### src/rtl/ladybird_program_loader.sv
// ladybird_program_loader
// Boot-time program loader. Takes a length-prefixed, little-endian image from
// the serial receive byte stream, packs it into 32-bit words, writes each word
// into instruction RAM through the bus master port and finally lets the core
// out of reset. A restart pulse in DONE or ERROR re-arms it for another image.
module ladybird_program_loader #(
    parameter int unsigned       ADDR_W    = 32,
    parameter logic [ADDR_W-1:0] BASE_ADDR = '0,
    parameter int unsigned       MAX_WORDS = 1024,
    parameter int unsigned       TIMEOUT   = 100000
) (
    input  logic              clk,
    input  logic              arst,
    input  logic              in_valid,
    output logic              in_ready,
    input  logic [7:0]        in_data,
    output logic              bus_req,
    input  logic              bus_gnt,
    output logic [ADDR_W-1:0] bus_addr,
    output logic [31:0]       bus_data,
    output logic [3:0]        bus_wstrb,
    input  logic              restart,
    output logic              core_rst,
    output logic              done,
    output logic              error,
    output logic [ADDR_W-1:0] word_cnt
);

    // Width used when comparing the written-word count against the 32-bit
    // length field, so neither side is truncated whatever ADDR_W is.
    localparam int unsigned CW = (ADDR_W > 32) ? ADDR_W : 32;

    // Idle count at which the next idle cycle trips the timeout.
    localparam logic [31:0] TIMEOUT_LAST = (TIMEOUT == 0) ? 32'd0 : 32'(TIMEOUT - 1);

    typedef enum logic [2:0] {
        ST_LEN,
        ST_DATA,
        ST_WRITE,
        ST_DONE,
        ST_ERROR
    } state_t;

    state_t            state_q, state_d;
    logic [1:0]        byte_cnt_q, byte_cnt_d;
    logic [31:0]       len_q, len_d;
    logic [31:0]       word_q, word_d;
    logic [ADDR_W-1:0] word_cnt_q, word_cnt_d;
    logic [31:0]       idle_q, idle_d;

    logic              in_ready_q, in_ready_d;
    logic              bus_req_q, bus_req_d;
    logic [ADDR_W-1:0] bus_addr_q, bus_addr_d;
    logic [31:0]       bus_data_q, bus_data_d;
    logic [3:0]        bus_wstrb_q, bus_wstrb_d;
    logic              core_rst_q, core_rst_d;
    logic              done_q, done_d;
    logic              error_q, error_d;

    logic              accept;
    logic              last_byte;
    logic [31:0]       len_merged;
    logic [31:0]       word_merged;
    logic [ADDR_W-1:0] word_cnt_inc;
    logic              last_word;
    logic              len_zero;
    logic              len_too_big;
    logic              timer_armed;
    logic              timed_out;

    // Datapath helpers: byte acceptance, lane insertion and the compare flags
    // the state machine branches on.
    always_comb begin
        accept       = in_valid && in_ready_q;
        last_byte    = (byte_cnt_q == 2'd3);

        len_merged   = len_q;
        len_merged[{byte_cnt_q, 3'b000} +: 8] = in_data;
        word_merged  = word_q;
        word_merged[{byte_cnt_q, 3'b000} +: 8] = in_data;

        word_cnt_inc = word_cnt_q + ADDR_W'(1);
        last_word    = (CW'(word_cnt_inc) == CW'(len_q));
        len_zero     = (len_merged == 32'd0);
        len_too_big  = (len_merged > MAX_WORDS);

        // A frame is open once the first length byte has arrived; from then
        // on, every cycle without a byte counts toward the timeout.
        timer_armed  = (TIMEOUT != 0) &&
                       (((state_q == ST_LEN) && (byte_cnt_q != 2'd0)) ||
                        (state_q == ST_DATA));
        timed_out    = timer_armed && !accept && (idle_q == TIMEOUT_LAST);
    end

    // Next-state logic: collect the length, collect each word, hand it to the
    // bus, and park in DONE or ERROR until a restart pulse.
    always_comb begin
        state_d    = state_q;
        byte_cnt_d = byte_cnt_q;
        len_d      = len_q;
        word_d     = word_q;
        word_cnt_d = word_cnt_q;
        idle_d     = idle_q;
        bus_data_d = bus_data_q;

        case (state_q)
            ST_LEN: begin
                if (accept) begin
                    len_d      = len_merged;
                    byte_cnt_d = byte_cnt_q + 2'd1;
                    idle_d     = 32'd0;
                    if (last_byte) begin
                        if (len_zero) begin
                            state_d = ST_DONE;
                        end else if (len_too_big) begin
                            state_d = ST_ERROR;
                        end else begin
                            state_d = ST_DATA;
                        end
                    end
                end else if (timed_out) begin
                    state_d = ST_ERROR;
                end else if (timer_armed) begin
                    idle_d = idle_q + 32'd1;
                end
            end

            ST_DATA: begin
                if (accept) begin
                    word_d     = word_merged;
                    byte_cnt_d = byte_cnt_q + 2'd1;
                    idle_d     = 32'd0;
                    if (last_byte) begin
                        bus_data_d = word_merged;
                        state_d    = ST_WRITE;
                    end
                end else if (timed_out) begin
                    state_d = ST_ERROR;
                end else if (timer_armed) begin
                    idle_d = idle_q + 32'd1;
                end
            end

            ST_WRITE: begin
                // The grant wait is unbounded, so the idle counter is held at
                // zero here and starts fresh for the next word.
                idle_d = 32'd0;
                if (bus_req_q && bus_gnt) begin
                    word_cnt_d = word_cnt_inc;
                    state_d    = last_word ? ST_DONE : ST_DATA;
                end
            end

            ST_DONE, ST_ERROR: begin
                if (restart) begin
                    state_d    = ST_LEN;
                    byte_cnt_d = 2'd0;
                    len_d      = 32'd0;
                    word_cnt_d = '0;
                    idle_d     = 32'd0;
                end
            end

            default: begin
                state_d = ST_ERROR;
            end
        endcase
    end

    // Output values for the next cycle, decoded from the next state so every
    // status and bus output comes straight from a flop.
    always_comb begin
        in_ready_d  = (state_d == ST_LEN) || (state_d == ST_DATA);
        bus_req_d   = (state_d == ST_WRITE);
        bus_wstrb_d = (state_d == ST_WRITE) ? 4'hF : 4'h0;
        bus_addr_d  = BASE_ADDR + (word_cnt_d << 2);
        core_rst_d  = (state_d != ST_DONE);
        done_d      = (state_d == ST_DONE);
        error_d     = (state_d == ST_ERROR);
    end

    // State and output registers; reset drops any outstanding bus request at
    // once and holds the core in reset.
    always_ff @(posedge clk or posedge arst) begin
        if (arst) begin
            state_q     <= ST_LEN;
            byte_cnt_q  <= 2'd0;
            len_q       <= 32'd0;
            word_q      <= 32'd0;
            word_cnt_q  <= '0;
            idle_q      <= 32'd0;
            in_ready_q  <= 1'b1;
            bus_req_q   <= 1'b0;
            bus_addr_q  <= BASE_ADDR;
            bus_data_q  <= 32'd0;
            bus_wstrb_q <= 4'h0;
            core_rst_q  <= 1'b1;
            done_q      <= 1'b0;
            error_q     <= 1'b0;
        end else begin
            state_q     <= state_d;
            byte_cnt_q  <= byte_cnt_d;
            len_q       <= len_d;
            word_q      <= word_d;
            word_cnt_q  <= word_cnt_d;
            idle_q      <= idle_d;
            in_ready_q  <= in_ready_d;
            bus_req_q   <= bus_req_d;
            bus_addr_q  <= bus_addr_d;
            bus_data_q  <= bus_data_d;
            bus_wstrb_q <= bus_wstrb_d;
            core_rst_q  <= core_rst_d;
            done_q      <= done_d;
            error_q     <= error_d;
        end
    end

    assign in_ready  = in_ready_q;
    assign bus_req   = bus_req_q;
    assign bus_addr  = bus_addr_q;
    assign bus_data  = bus_data_q;
    assign bus_wstrb = bus_wstrb_q;
    assign core_rst  = core_rst_q;
    assign done      = done_q;
    assign error     = error_q;
    assign word_cnt  = word_cnt_q;

endmodule

### config.mk
export PLATFORM = sky130hd
export DESIGN_NAME = ladybird_program_loader
export DESIGN_NICKNAME = d
export VERILOG_FILES = /design/src/rtl/ladybird_program_loader.sv
export SDC_FILE = /design/constraint.sdc
export NUM_CORES = 1
export LEC_CHECK = 0
export BUFFER_PORTS_ARGS = -buffer_cell sky130_fd_sc_hd__buf_2
export CORE_MARGIN = 3
export CORE_UTILIZATION = 35
export DETAILED_ROUTE_END_ITERATION = 6
export SETUP_SLACK_MARGIN = 0.3
export SYNTH_ARGS = -nofsm -noshare
export SYNTH_HDL_FRONTEND = slang
export SYNTH_SLANG_ARGS = --single-unit
export TNS_END_PERCENT = 20
### constraint.sdc
create_clock -name clk -period 5.65 [get_ports clk]
set_input_delay 0.2825 -clock clk [delete_from_list [all_inputs] [get_ports clk]]
set_output_delay 0.2825 -clock clk [all_outputs]
set_load 0.01 [all_outputs]
# Yosys cells after proc, flatten, opt, wreduce, memory -nomap -nowiden
# Index checks and enable logic that the tools add are counted.
dict set report word_totals {
  register_bits 174
  output_inout_bits 105
}
dict set report op_classes {
  add_sub_neg 4
  n_lt_le_gt_ge 1
  n_eq_ne 18
  shift 2
  muxes 26
  reduce_logical 24
}
# op count
set ops {}
lappend ops {{$mux 32} 6}
lappend ops {{$pmux 32 s2} 2}
lappend ops {{$pmux 32 s3} 1}
lappend ops {{$add 32x1->32 const B} 2}
lappend ops {{$bwmux 32} 2}
lappend ops {{$eq 32x17->1 const B} 1}
lappend ops {{$eq 32x32->1} 1}
lappend ops {{$gt 32x11->1 const B} 1}
lappend ops {{$logic_not 32->1} 1}
lappend ops {{$shift 8x7->32 const A} 1}
lappend ops {{$shiftx 8x7->32} 1}
lappend ops {{$mux 3} 9}
lappend ops {{$eq 3x2->1 const B} 4}
lappend ops {{$pmux 3 s4} 1}
lappend ops {{$reduce_and 3->1} 4}
lappend ops {{$reduce_bool 2->1} 4}
lappend ops {{$neg 5->7} 1}
lappend ops {{$eq 3x1->1 const B} 2}
lappend ops {{$eq 3x3->1 const B} 2}
lappend ops {{$logic_not 3->1} 2}
lappend ops {{$mux 2} 3}
lappend ops {{$ne 2x2->1 const B} 3}
lappend ops {{$logic_and 1x1->1} 5}
lappend ops {{$mux 4} 1}
lappend ops {{other kinds (13)} 15}

# Depth between registers and ports, before layout
# Gate-level depths: netlist (run 1).
dict set report logic_depth {
  word_depth 11
  mapped_depth 11
  mapped_depth_nobuf 10
}

# Worst setup path after synthesis (run 1)
# No wires, ideal clock.
dict set report synth_timing {
  path_kind {reg-to-reg}
  start {register word_cnt_q[0] (netlist: word_cnt[0])}
  end {register in_ready_q (netlist: in_ready)}
  arrival_time_ps 2907
  t_required_ps 5572
  slack_ps 2665
  stages_incl_launch_ff 11
  period_less_slack_ps 2985
  path_cell_list {dfrtp_1 > ha_1 > and3_1 > and4_1 > buf_6 > a31oi_1 > a2111o_1 > a2111o_1 > or4_1 > o31a_1 > and3b_1}
}
dict set report synth_via {
  elab_chain_len 7
  word_cells_on_any_way 8
  cone_classes {add/sub: 1; eq/ne: 2; mux: 3; reduce/logical: 2}
}
# item line
set synth_rtl {}
lappend synth_rtl {{from (decl)} 48} ;# logic [ADDR_W-1:0] word_cnt_q, word_cnt_d;
lappend synth_rtl {{from (signal assigned)} 205} ;# word_cnt_q <= word_cnt_d;
lappend synth_rtl {{$add 32x1->32 (*)} 82} ;# word_cnt_inc = word_cnt_q + ADDR_W'(1);
lappend synth_rtl {{$eq 32x32->1 (*)} 83} ;# last_word = (CW'(word_cnt_inc) == CW'(len_q));
lappend synth_rtl {{$mux 2 (*)} 150} ;# state_d = last_word ? ST_DONE : ST_DATA;
lappend synth_rtl {{$mux 3 (*)} 148} ;# if (bus_req_q && bus_gnt) begin
lappend synth_rtl {{$pmux 3 s4 (*)} 106} ;# case (state_q)
lappend synth_rtl {{$eq 3x1->1 / $logic_not 3->1 (equally long branches)} 173} ;# in_ready_d = (state_d == ST_LEN) || (state_d == ST_DATA);
lappend synth_rtl {{$logic_or 1x1->1 (*)} 173}
lappend synth_rtl {{net in_ready_d} 51} ;# logic in_ready_q, in_ready_d;
lappend synth_rtl {{to (signal assigned)} 207} ;# in_ready_q <= in_ready_d;
lappend synth_rtl {{to (decl)} 51}
# The timed path passes the listed nets; every way through them passes the cells marked *.
# A chain may end at the register's enable or synchronous reset.

# Worst setup path after layout (run 1)
dict set report layout_timing {
  start {register byte_cnt_q[0]}
  end {register done_q (netlist: done)}
}
dict set report layout_via {
  elab_chain_len 10
  word_cells_on_any_way 21
  cone_classes {add/sub: 1; order compare: 1; eq/ne: 2; shift: 2; mux: 9; reduce/logical: 6}
}
# item line
set layout_rtl {}
lappend layout_rtl {{from (decl)} 45} ;# logic [1:0] byte_cnt_q, byte_cnt_d;
lappend layout_rtl {{from (signal assigned)} 202} ;# byte_cnt_q <= byte_cnt_d;
lappend layout_rtl {{$neg 5->7} 78} ;# len_merged[{byte_cnt_q, 3'b000} +: 8] = in_data;
lappend layout_rtl {{$shiftx 8x7->32 / $shift 8x7->32 (equally long branches)} 78}
lappend layout_rtl {{$bwmux 32} 78}
lappend layout_rtl {{$gt 32x11->1} 85} ;# len_too_big = (len_merged > MAX_WORDS);
lappend layout_rtl {{$mux 3} 115} ;# end else if (len_too_big) begin
lappend layout_rtl {{$mux 3} 113} ;# if (len_zero) begin
lappend layout_rtl {{$mux 3} 112} ;# if (last_byte) begin
lappend layout_rtl {{$mux 3} 108} ;# if (accept) begin
lappend layout_rtl {{$pmux 3 s4 (*)} 106}
lappend layout_rtl {{net state_d[0]} 44} ;# state_t state_q, state_d;
lappend layout_rtl {{$eq 3x2->1 (*)} 178} ;# done_d = (state_d == ST_DONE);
lappend layout_rtl {{net done_d} 57} ;# logic done_q, done_d;
lappend layout_rtl {{to (signal assigned)} 213} ;# done_q <= done_d;
lappend layout_rtl {{to (decl)} 57}
# Marks and branches as above.

==> impl_metrics.toml, run 1 <==
[worst_hold_path]
hold_start = "in_data[2]"
hold_end = "word_q[10]"
worstHoldPathType = "in2reg"
hold_depth = 3

[routing]
drt_wl_total_mm = 25.7
routed-via-count = 7989
firstDrtPassIters = 5
vias_per_cell = 5.53
drc = 0
drt_iter0_drc = 641
antenna_left = 0
wl_per_cell_um = 17.8

[pwr]
swShare = 0.383
p_switching_mw = 1.56
pwr-share-clk = 0.289
comb_power_share = 0.319
seq_power_share = 0.392
leakagePower_nw = 4.85
p_int_mw = 2.51
max-vdd-ir-drop_v = 0.000221
finalPower_mw = 4.07
p_per_area_nw_per_um2 = 387

[global_routing]
overflow = 0
antenna_found_initial = 2
grt_usage = 0.181
grt_max_degree = 74
grt_pass1_wl_mm = 41.7
grt_pass1_vias = 7532

[clocking]
postCtsSetupRepairBufs = 0
worstSkewPairLatency_ns = 0.43
cts_max_path_buffers = 2
cts_resized = 0
cts_sinks = 170
cts_root_buf = "clkbuf_16"
cts_buffers = 17
cts_tree = "done"
htreeDepth = 4
cts.clk_slew.worst_paths_ns = 0.07

[sta]
drv_slew = 0
slew_headroom = 0.103
min_period_ns = 3.60
hold_violations = 0
finalCritPeriodShare = 0.636
tns_ns = 0
max_freq_mhz = 278
tightest_slew_ns = 1.34
setup_violations = 0
rsz0062_at_grt = "false"
fin_skew_ns = 0.0138

[worst_setup_path]
cp_num_buf_inv = 1
cp_common_cell = "nor3b_1"
r2r-start = "byte_cnt_q[0]"
path_delay_family = "simple AND/OR/NAND/NOR gates"
critPathMaxStageDelay_ns = 1.10
crit_path_start_kind = "register"
rrSetupSlack_ns = 2.05
reg2reg_depth = 10
worstReg2RegEnd = "done"
crit_type = "reg2reg"
cpMaxStageDelayCell = "nor3b_1"
cp_cell_sequence = "inv_1 > ha_1 > nor3b_1 > nor3b_1 > or4_1 > nor4_1 > o211a_1 > a22oi_1 > o221ai_1 > nor2b_1"
path_max_fanout = 11
critical_path_arrival_ns = 3.90
required_ns = 5.95
end_kind = "register"

[yosys]
yosysWarnings = 0
syn_area_um2 = 9350
synth.distinct_cells = 65
synth_flop_cell = "dfrtp_1"
synth-async-reset-ratio = 1.00
ys_ff_latch = 170
synth_edf_count = 0
avgSynthCellArea_um2 = 8.87
synthCells = 1054
seq_area_frac_synth = 0.455

[floorplan]
boundaryPins = 118
core_area_um2 = 26100
start_util = 0.358
die_h_um = 169
fp.dieArea_um2 = 28700
rows = 59
die_w_um = 169

[final_layout]
layout-drive-gt1-share = 0.156
stdcell_count = 1445
area_delta_synth_final_pct = 12.4
diodes = 0
nNetsFinal = 1120

[placement]
place_congestion = 0.946
hpwl_mm = 18.1
dp_cells = 1414
io_buffers = 115

[run_status]
status = "finished, final reports clean"

[run]
drv_cap = 0
==> worst min-delay path: stages <==
cell and delay (ns):
buf_2 0.19, nand2_1 0.08, o21ai_0 0.07
==> area by class of cell <==
type / count / area [um^2]
Timing Repair Buffer: 125 / 653
Sequential cell: 170 / 4260
Clock inverter: 11 / 126
Inverter: 19 / 76.3
Fill cell: 2615 / 15600
Multi-Input combinational cell: 766 / 4520
Clock buffer: 19 / 453
Tap cell: 335 / 419
==> logic make-up (layout without fill, tap and decap cells) <==
| kind of cell | Yosys count | count (layout) | share of synthesized area |
|---|---|---|---|
| multiplexers | 3 | 3 | 0.00348 |
| buffers and inverters | 119 | 174 | 0.0648 |
| AND/OR/NAND/NOR | 408 | 408 | 0.216 |
| flip-flops | 170 | 170 | 0.455 |
| other | 1 | 2 | 0.000401 |
| adder cells (fa/ha/maj) | 8 | 8 | 0.0107 |
| AO/OA/AOI/OAI | 280 | 280 | 0.188 |
| XOR/XNOR | 65 | 65 | 0.0609 |
==> cells in the mapped netlist, drive strengths merged (16+ instances only) <==
| master | n | share of area |
|---|---|---|
| a21oi | 52 | 0.028 |
| a22o | 26 | 0.024 |
| a32o | 16 | 0.017 |
| and3 | 24 | 0.016 |
| buf | 46 | 0.035 |
| clkbuf | 54 | 0.022 |
| dfrtp | 168 | 0.45 |
| inv | 18 | 0.0072 |
| nand2 | 144 | 0.058 |
| nand3 | 34 | 0.019 |
| nand4 | 21 | 0.016 |
| nor2 | 88 | 0.035 |
| nor4 | 25 | 0.020 |
| o21ai | 121 | 0.065 |
| xnor2 | 28 | 0.026 |
| xor2 | 37 | 0.035 |
==> layer usage <==
metal	track usage	vias up	wire, um
li1	-	3823	-
met1	0.260	3866	12200
met2	0.286	276	11800
met3	0.0338	20	1500
met4	0.0395	4	193
met5	0	-	27
==> state kept, by name, indices dropped and copies added (netlist names) <==
signal,flops
byte_cnt_q,2
len_q,32
in_ready,1
bus_data,32
word_cnt,32
error,1
idle_q,32
core_rst,1
word_q,32
done,1
bus_wstrb,1
state_q,3
==> through the flow <==
| stage | instance area (um^2) | utilization | setup WS [ns] | hold WS (ns) |
|---|---|---|---|---|
| detailed placement | 9910 | 0.379 | 2.13 | 0.291 |
| CTS | 10500 | 0.402 | 2.08 | 0.225 |
| finish | 10500 | 0.402 | 2.05 | 0.247 |
| global route | 10500 | 0.402 | 1.73 | 0.257 |
| floorplan | 9350 | - | 0.767 | 0.450 |
| global placement | 9910 | 0.379 | 2.37 | 0.288 |
==> worst max path at each step <==
stage             startpoint     endpoint  depth (start not counted)
4_1_cts        byte_cnt_q[0]         done                         10
5_1_grt        byte_cnt_q[0]         done                         10
6_report       byte_cnt_q[0]         done                         10
3_5_place_dp   byte_cnt_q[0]         done                         10
3_3_place_gp   byte_cnt_q[0]         done                         10
2_1_floorplan           arst  bus_data[0]                          1
==> placed cells by master (no fill, tap or decap), types with 19 or more instances in the layout <==
cell,instances
xnor2_1,28
nor2_1,87
a21oi_1,52
o21ai_0,117
and3_1,23
buf_2,115
dfrtp_1,168
nor4_1,22
nand4_1,19
xor2_1,37
nand2_1,144
a22o_1,26
nand3_1,33
==> power groups by stage <==
stage / Clock, mW / Sequential, mW / Combinational (mW)
5_1_grt: 1.26 / 1.62 / 1.46
4_1_cts: 1.20 / 1.59 / 1.30
2_1_floorplan: 0 / 1.53 / 0.981
6_report: 1.18 / 1.59 / 1.30
3_5_place_dp: 0 / 1.61 / 1.30
3_3_place_gp: 0 / 1.61 / 1.29
==> what timing repair did <==
action / in CTS / in global routing
endpoints found under the hold margin: 33 / 0
hold buffers: 1 / 0
setup endpoints to repair: 0 / 0
Power figures use the tool's default switching activity.
==> inputs of run 2 (changes only) <==
==> constraint.sdc (replaced) <==
create_clock -name clk -period 2.9 [get_ports clk]
set_input_delay 0.145 -clock clk [delete_from_list [all_inputs] [get_ports clk]]
set_output_delay 0.145 -clock clk [all_outputs]
set_load 0.01 [all_outputs]
==> impl_metrics.toml, run 2 (synthesized netlist as in run 1, its figures left out) <==
[routing]
wl_per_cell_um = 17.2
maxUsedRoutingLayer = "met5"
antenna_left = 0
vias_per_cell = 5.41
routed-via-count = 8400
firstDrtPassIters = 5
drt_iter0_drc = 721
drt_wl_total_mm = 26.6
drc = 0
drt-met1-wl_mm = 12.6
wl_met2_mm = 12.3
wl_met3_mm = 1.37

[worst_setup_path]
cpMaxStageDelayCell = "or4_4"
cp_common_cell = "a2111o_1"
path_max_fanout = 5
reg2reg_depth = 9
rrSetupSlack_ns = 0.07
cp_cell_sequence = "ha_2 > and3_4 > and4_4 > a31oi_1 > a2111o_1 > a2111o_1 > or4_4 > o31a_1 > and3b_1"
crit_path_start_kind = "register"
r2r-start = "word_cnt[1]"
crit_type = "reg2reg"
cp_num_buf_inv = 0
required_ns = 3.26
path_delay_family = "compound AO/OA/AOI/OAI gates"
critPathMaxStageDelay_ns = 0.42
critical_path_arrival_ns = 3.19
end_kind = "register"
worstReg2RegEnd = "in_ready"

[sta]
finalCritPeriodShare = 0.976
worst_slack_ns = 0.0693
min_period_ns = 2.83
fin_skew_ns = 0.0125
rsz0062_at_grt = "true"
tightest_slew_ns = 0.642
drv_slew = 0
slew_headroom = 0.568
max_freq_mhz = 353
hold_violations = 0
setup_violations = 0

[clocking]
cts.clk_slew.worst_paths_ns = 0.07
cts_buffers = 17
cts_sinks = 170
cts_root_buf = "clkbuf_16"
cts_tree = "done"
worstSkewPairLatency_ns = 0.44
htreeDepth = 4
cts_max_path_buffers = 2

[placement]
place_congestion = 0.950
pre_cts_ws_ns = 0.00510
io_buffers = 115
hpwl_mm = 19.4
dp_cells = 1509

[final_layout]
stdcell_count = 1553
final_cell_mix = "dfrtp_1 (165), nand2_1 (144), o21ai_0 (117)"
layout-drive-gt1-share = 0.255
diodes = 0
multiInputGateArea_um2 = 4720
n_fill_cell = 2593
area_delta_synth_final_pct = 23.5
final_common_cell = "dfrtp_1"
final_util = 0.442
nNetsFinal = 1226
regArea_um2 = 4260

[global_routing]
antenna_found_initial = 1
grt_pass1_vias = 8003
grt_max_degree = 65
overflow = 0
grt_usage = 0.187
grt_pass1_wl_mm = 43.2

[pwr]
max-vdd-ir-drop_v = 0.000449
leakagePower_nw = 5.49
p_per_area_nw_per_um2 = 723
finalPower_mw = 8.35

[run_status]
status = "finished, final reports clean"

[floorplan]
die_w_um = 169
fp.dieArea_um2 = 28700
rows = 59
boundaryPins = 118
core_area_um2 = 26100
start_util = 0.358
die_h_um = 169

[worst_hold_path]
worstHoldPathType = "in2reg"
hold_end = "state_q[0]"
hold_start = "restart"
hold_depth = 2

[run]
drv_cap = 0
[run 2: cell count changes in the layout (fill, tap and decap cells not counted), sizes merged]
cell / delta
inv: -2
clkinv: +2
buf: +106
clkinvlp: +4
clkbuf: -2
[run 2: stage by stage]
stage / setup TNS (ns) / hold WS (ns) / instance area, um^2
2_1_floorplan: -0.187 / 0.379 / 9360
6_report: 0 / 0.0674 / 11500
4_1_cts: 0 / 0.0902 / 11300
5_1_grt: -0.0217 / 0.0875 / 11500
3_5_place_dp: 0 / 0.220 / 10600
3_3_place_gp: 0 / 0.226 / 10600
[run 2: layer usage]
metal,vias up,GRT usage
li1,4033,-
met1,4084,0.268
met2,254,0.298
met3,27,0.0326
met4,2,0.0434
met5,-,0
[run 2: power by group]
part | total, mW | switching, mW | internal (mW)
Clock | 2.27 | 1.05 | 1.21
Combinational | 3.09 | 1.79 | 1.31
Sequential | 2.99 | 0.307 | 2.68
Total | 8.35 | 3.15 | 5.21
[run 2: worst max-delay path by stage]
stage | start | endpoint | slack [ns] | cells after the start
3_3_place_gp | word_cnt[1] | in_ready | 0.03 | 9
3_5_place_dp | word_cnt[1] | in_ready | 0.005 | 9
5_1_grt | word_cnt[1] | in_ready | -0.02 | 9
4_1_cts | word_cnt[1] | in_ready | 0.04 | 9
2_1_floorplan | word_cnt[0] | in_ready | -0.09 | 10
6_report | word_cnt[1] | in_ready | 0.07 | 9
[run 2: repair_timing]
| item | 4_1_cts | 5_1_grt |
|---|---|---|
| setup buffers | 2 | 9 |
| setup endpoints to repair | 8 | 10 |
| gates resized for setup | 12 | 30 |
| hold buffers | 1 | 0 |
| pin swaps | 6 | 14 |
| endpoints found under the hold margin | 17 | 0 |
[run 2: worst reg2reg max path, delay by kind of cell, from the launching register on]
kind	cells	cell delay, ns
AO/OA/AOI/OAI	4	1.11
AND/OR/NAND/NOR	4	1.04
flip-flops	1	0.40
adder cells (fa/ha/maj)	1	0.22
[run 2: final cells by class]
cell class | count | share of cell area
Tap cell | 335 | 0.0363
Sequential cell | 170 | 0.369
Timing Repair Buffer | 231 | 0.129
Inverter | 19 | 0.00650
Clock buffer | 17 | 0.0368
Multi-Input combinational cell | 766 | 0.408
Clock inverter | 15 | 0.0135
